$ cat src/rtl/mips_lsu_pkg.sv
// Shared constants and types for the MIPS load/store unit.
package mips_lsu_pkg;

  localparam int unsigned DEF_ADDR_W = 8;

  localparam logic [2:0] OP_LW  = 3'd0;
  localparam logic [2:0] OP_SW  = 3'd1;
  localparam logic [2:0] OP_LB  = 3'd2;
  localparam logic [2:0] OP_LBU = 3'd3;
  localparam logic [2:0] OP_SB  = 3'd4;

  typedef enum logic [2:0] {
    IDLE = 3'd0,
    RD   = 3'd1,
    CAP  = 3'd2,
    WR   = 3'd3,
    RESP = 3'd4
  } state_t;

endpackage

$ cat src/rtl/mips_lsu_byte_lane.sv
// Little-endian byte extract (sign/zero extend) and byte merge for sub-word accesses.
module mips_lsu_byte_lane (
  input  logic [31:0] word,
  input  logic [1:0]  lane,
  input  logic        sign_ext,
  input  logic [7:0]  new_byte,
  output logic [31:0] load_data,
  output logic [31:0] merged
);

  logic [7:0] sel;

  always_comb begin
    sel    = '0;
    merged = word;
    unique case (lane)
      2'd0: begin sel = word[7:0];   merged[7:0]   = new_byte; end
      2'd1: begin sel = word[15:8];  merged[15:8]  = new_byte; end
      2'd2: begin sel = word[23:16]; merged[23:16] = new_byte; end
      default: begin sel = word[31:24]; merged[31:24] = new_byte; end
    endcase
    load_data = sign_ext ? {{24{sel[7]}}, sel} : {24'b0, sel};
  end

endmodule

$ cat src/rtl/mips_lsu.sv
// Single-outstanding load/store unit: word and byte accesses to a registered data memory,
// with SB implemented as read-modify-write.
module mips_lsu
  import mips_lsu_pkg::*;
#(
  parameter int unsigned ADDR_W = DEF_ADDR_W
) (
  input  logic        clk,
  input  logic        rst_n,
  input  logic        req_valid,
  output logic        req_ready,
  input  logic [2:0]  req_op,
  input  logic [31:0] req_addr,
  input  logic [31:0] req_wdata,
  output logic        resp_valid,
  output logic [31:0] resp_rdata,
  output logic        resp_err,
  output logic [31:0] mem_addr,
  output logic [31:0] mem_wdata,
  output logic        mem_read,
  output logic        mem_write,
  input  logic [31:0] mem_rdata
);

  state_t      state, state_d;
  logic [2:0]  op_q;
  logic [1:0]  lane_q;
  logic [7:0]  byte_q;

  logic        accept, req_bad, bad_range, bad_align, bad_op;
  logic        mem_read_d, mem_write_d, resp_valid_d, resp_err_d;
  logic [31:0] resp_rdata_d;
  logic [31:0] lane_load, lane_merged, load_result;

  assign req_ready = (state == IDLE);
  assign accept    = req_ready && req_valid;

  assign bad_range = (req_addr >> (ADDR_W + 2)) != 32'd0;
  assign bad_align = ((req_op == OP_LW) || (req_op == OP_SW)) && (req_addr[1:0] != 2'b00);
  assign bad_op    = (req_op > OP_SB);
  assign req_bad   = bad_range || bad_align || bad_op;

  mips_lsu_byte_lane u_byte_lane (
    .word      (mem_rdata),
    .lane      (lane_q),
    .sign_ext  (op_q == OP_LB),
    .new_byte  (byte_q),
    .load_data (lane_load),
    .merged    (lane_merged)
  );

  assign load_result = (op_q == OP_LW) ? mem_rdata : lane_load;

  always_ff @(posedge clk or negedge rst_n) begin
    if (!rst_n) state <= IDLE;
    else        state <= state_d;
  end

  always_comb begin
    state_d = state;
    unique case (state)
      IDLE: begin
        if (req_valid) begin
          if (req_bad)              state_d = RESP;
          else if (req_op == OP_SW) state_d = WR;
          else                      state_d = RD;
        end
      end
      RD:      state_d = CAP;
      CAP:     state_d = (op_q == OP_SB) ? WR : RESP;
      WR:      state_d = RESP;
      RESP:    state_d = IDLE;
      default: state_d = IDLE;
    endcase
  end

  // Next values for the registered strobes; validated non-SW ops always start with a read.
  always_comb begin
    mem_read_d   = accept && !req_bad && (req_op != OP_SW);
    mem_write_d  = (accept && !req_bad && (req_op == OP_SW)) ||
                   ((state == CAP) && (op_q == OP_SB));
    resp_valid_d = (state_d == RESP);
    resp_err_d   = accept && req_bad;
    resp_rdata_d = ((state == CAP) && (op_q != OP_SB)) ? load_result : '0;
  end

  always_ff @(posedge clk or negedge rst_n) begin
    if (!rst_n) begin
      mem_read   <= 1'b0;
      mem_write  <= 1'b0;
      resp_valid <= 1'b0;
      resp_err   <= 1'b0;
      resp_rdata <= '0;
    end else begin
      mem_read   <= mem_read_d;
      mem_write  <= mem_write_d;
      resp_valid <= resp_valid_d;
      resp_err   <= resp_err_d;
      resp_rdata <= resp_rdata_d;
    end
  end

  always_ff @(posedge clk or negedge rst_n) begin
    if (!rst_n) begin
      op_q      <= '0;
      lane_q    <= '0;
      byte_q    <= '0;
      mem_addr  <= '0;
      mem_wdata <= '0;
    end else begin
      if (accept) begin
        op_q     <= req_op;
        lane_q   <= req_addr[1:0];
        byte_q   <= req_wdata[7:0];
        mem_addr <= 32'(req_addr[ADDR_W+1:2]);
        if (!req_bad && (req_op == OP_SW)) mem_wdata <= req_wdata;
      end
      if ((state == CAP) && (op_q == OP_SB)) mem_wdata <= lane_merged;
    end
  end

endmodule

$ cat config.mk
export PLATFORM = sky130hd
export DESIGN_NAME = mips_lsu
export DESIGN_NICKNAME = d
export VERILOG_FILES = /design/src/rtl/mips_lsu_pkg.sv /design/src/rtl/mips_lsu_byte_lane.sv /design/src/rtl/mips_lsu.sv
export SDC_FILE = /design/constraint.sdc
export NUM_CORES = 1
export LEC_CHECK = 0
export CAP_MARGIN = 20
export CORE_ASPECT_RATIO = 0.9
export CORE_UTILIZATION = 43
export CTS_CLUSTER_SIZE = 24
export DETAILED_ROUTE_END_ITERATION = 6
export GPL_ROUTABILITY_DRIVEN = 0
export GPL_TIMING_DRIVEN = 0
export PLACE_DENSITY_LB_ADDON = 0.08
export RECOVER_POWER = 100
export SLEW_MARGIN = 25
export SYNTH_ARGS = -nofsm -noshare
export SYNTH_HDL_FRONTEND = slang
export SYNTH_SLANG_ARGS = --single-unit
$ cat constraint.sdc
create_clock -name clk -period 2.64 [get_ports clk]
set_input_delay 0.396 -clock clk [delete_from_list [all_inputs] [get_ports clk]]
set_output_delay 0.396 -clock clk [all_outputs]
set_load 0.01 [all_outputs]
==> impl_metrics.toml <==
[clock_tree]
cts-root-buf = "clkbuf_16"
cts.path.max_buffers = 2
cts_tree = "yes"
clk_latency_ns = 0.35
cts.reportedPaths.clkPinSlew_ns = 0.07
h-tree-depth = 3
cts_made_buffers = 9
cts_sinks = 92
post_cts_resized = 0

[timing]
tightest_slew_ns = 0.9639
fin_crit_ns = 2.511
setup_viol = 0
rsz0062_at_grt = "false"
fin_setup_tns_ns = 0
skew_ns = 0.007069
finalHoldViolCount = 0
final_max_slew_viol_count = 0
min_period_over_period_pct = 95.12
slew_headroom_pct = 35.74
clock.fmax_mhz = 398.2

[place]
numPortBuffers = 178
place_inst = 823
dp_hpwl_mm = 11.67

[floorplanning]
rows = 36
initial_utilization_pct = 44.70
die_x_um = 114.4
design.core.area_mm2 = 0.01095
die_h_um = 103.2
ios = 203
die-area_mm2 = 0.01181

[synth]
ys_ff_latch = 92
syn_area_per_cell_um2 = 10.43
syn_inst = 469
ys.warnings.count = 0
synth_edf_count = 0
async_flop_share_pct = 100.0
syn_area_mm2 = 0.004892
synth.distinct_cells = 41
ys_seq_area_share_pct = 47.06
synth_top_flop_cell = "dfrtp_1"

[pwr]
pwr-share-seq_pct = 43.0
leakage_uw = 0.003166
ir_drop_v = 0.0003219
power_frac_comb_pct = 20.2
power_density_mw_per_mm2 = 494.6
pwr-share-clk_pct = 36.8
power.share.switching_pct = 27.02
p_sw_uw = 963.4
p_int_uw = 2603

[global_route]
grt_start_max_net_pins = 53
grt_pass1_vias = 4406
grt_remaining_overflow = 0
grt_pass1_wl_mm = 23.20
grt_use_total_pct = 25.98
antenna_found_initial = 0

[routing]
drc_errors = 0
finalWirelength_mm = 15.36
dr_total_vias = 4665
wl_per_cell_um = 18.29
first_pass_iters = 5
routed_via_density = 5.554
postRouteAntennaNets = 0
drt_iter0_drc = 292

[setup_path]
crit_buf_inv = 4
r2r-start = "state[1]"
cp.depth = 8
critPathKind = "reg -> reg"
crit_arrival_ns = 2.71
cp-end-kind = "flop"
start_kind = "flop"
rr_worst_depth = 8
cpPeakStageDelay_ns = 0.54
timing.rr.end = "mem_wdata[29]"
cpLargestDelayFamily = "buffers and inverters"
endpoint = "mem_wdata[29]"
cpMaxStageDelayCell = "or4b_1"
path_cells = "clkbuf_1 -> or4b_1 -> clkbuf_1 -> or2_1 -> clkbuf_1 -> buf_6 -> o31ai_2 -> a31oi_1"
regToRegSetupSlack_ns = 0.13
cp_max_fo = 10
path_common_cell = "clkbuf_1"
cp-startpoint = "state[1]"
required_ns = 2.84

[layout]
finish.cell_count_without_fillers = 840
nets = 785
fillCellCount = 911
num_antenna_cells = 0
drive_above_1_share_pct = 16.28
syn_to_final_growth_pct = 47.39

[job]
drv_cap = 0

[worst_hold_path]
worst_hold_path_type = "reg -> reg"

[outcome]
status = "completed"
==> worst min-delay path by stage <==
stage | from | end | slack, ns | depth (start not counted)
floorplan | rst_n | byte_q[0] | 0.10 | 0
CTS | mem_addr[6] | mem_addr[6] | 0.51 | 1
global route | mem_addr[6] | mem_addr[6] | 0.51 | 1
global placement | mem_addr[6] | mem_addr[6] | 0.48 | 1
detailed placement | rst_n | mem_addr[2] | 0.33 | 1
finish | mem_addr[2] | mem_addr[2] | 0.50 | 1
==> Yosys cell counts, types with 2 or more instances <==
cell type,number,area share (%)
dfrtp_1,92,47
nor2_1,70,5.4
mux2_2,38,8.7
nand4_1,33,4.2
a31oi_1,32,4.1
clkbuf_1,31,2.4
o31ai_2,29,7.4
buf_4,24,3.7
a211oi_1,23,3.5
nor2b_1,9,1.2
and2_1,8,1.0
and3_1,8,1.0
buf_2,8,0.82
a22o_1,7,1.3
a22oi_1,7,1.1
nand2_1,5,0.38
nor4_1,5,0.64
buf_1,4,0.31
buf_6,4,0.92
nor3b_1,3,0.46
o31ai_1,3,0.46
a21oi_1,2,0.20
nand2b_1,2,0.26
nand3_1,2,0.20
o21ai_0,2,0.20
o21ai_1,2,0.20
o21ba_2,2,0.41
==> final cells by class <==
cell class / count / area, µm² / area share (%)
multi-input combinational: 329 / 2240 / 31.06
buffer: 71 / 384.1 / 5.327
clock inverter: 6 / 71.32 / 0.9891
tap: 152 / 190.2 / 2.638
timing repair buffer: 180 / 1794 / 24.88
clock buffer: 10 / 229.0 / 3.175
sequential: 92 / 2302 / 31.93
==> power groups by stage <==
stage          combinational, µW  clock (µW)  sequential, µW
2_1_floorplan                375           0            1550
3_3_place_gp                 709           0            1560
3_5_place_dp                 728           0            1560
4_1_cts                      734        1320            1530
5_1_grt                      776        1380            1540
6_report                     720        1310            1530
==> routing by layer <==
metal | track usage (%) | vias up | share of wire (%)
met4 | 9.491 | 0 | 2.1
met3 | 5.303 | 27 | 7.8
li1 | - | 2128 | -
met2 | 42.38 | 245 | 47
met1 | 34.61 | 2265 | 44
met5 | 0 | - | 0
==> through the flow <==
| stage | instance area, µm² | util [%] | hold WS, ns | total power, µW | setup WS, ns |
|---|---|---|---|---|---|
| final | 7211 | 65.88 | 0.4980 | 3566 | 0.1289 |
| after global routing | 7211 | 65.88 | 0.5099 | 3701 | 0.02736 |
| after CTS | 7289 | 66.60 | 0.5076 | 3586 | 0.2828 |
| after detailed placement | 6979 | 63.76 | 0.3279 | 2287 | -0.06139 |
| after global placement | 6950 | 63.50 | 0.4845 | 2267 | -2.142 |
| after floorplan | 4979 | - | 0.1004 | 1928 | 0.6195 |
==> worst reg2reg max path: cells and delay by family, from the launching register on <==
| family | cells | cell delay, ns |
|---|---|---|
| buffers and inverters | 4 | 0.84 |
| flip-flops | 1 | 0.36 |
| AO/OA/AOI/OAI | 2 | 0.34 |
| AND/OR/NAND/NOR | 2 | 0.82 |
==> registers in the layout, summed over array words and instances (netlist names) <==
name / cells
resp_valid: 1
op_q: 3
byte_q: 8
mem_write: 1
state: 3
mem_read: 1
mem_wdata: 32
resp_err: 1
lane_q: 2
mem_addr: 8
resp_rdata: 32
==> cell usage in the layout, fill, tap and decap left out, types with 5 or more instances in the layout <==
cell type	n
and3_1	8
nand2_1	5
nor2_1	70
clkdlybuf4s50_1	100
conb_1	24
a31oi_1	32
a22o_1	7
o31ai_2	21
nor2b_1	9
buf_4	24
and2_1	8
clkbuf_1	39
o31ai_1	11
a22oi_1	7
dlygate4sd3_1	78
nand4_1	33
mux2_2	38
nor4_1	5
a211oi_1	23
dfrtp_1	92
clkbuf_16	9
==> what timing repair did <==
item | 4_1_cts | 5_1_grt
buffers inserted | 0 | 0
hold buffers | 1 | 0
endpoints found under the hold margin | 40 | 0
==> logic make-up (layout without fill, tap and decap cells) <==
| logic type | after synthesis | in the layout | share of synthesized area [%] |
|---|---|---|---|
| simple gates | 154 | 154 | 16.09 |
| other cells | 1 | 24 | 0.07665 |
| compound gates | 111 | 111 | 19.26 |
| mux | 40 | 40 | 9.412 |
| buf+inv | 71 | 267 | 8.107 |
| flops | 92 | 92 | 47.06 |
No activity file was read; power rests on OpenSTA's default activity.
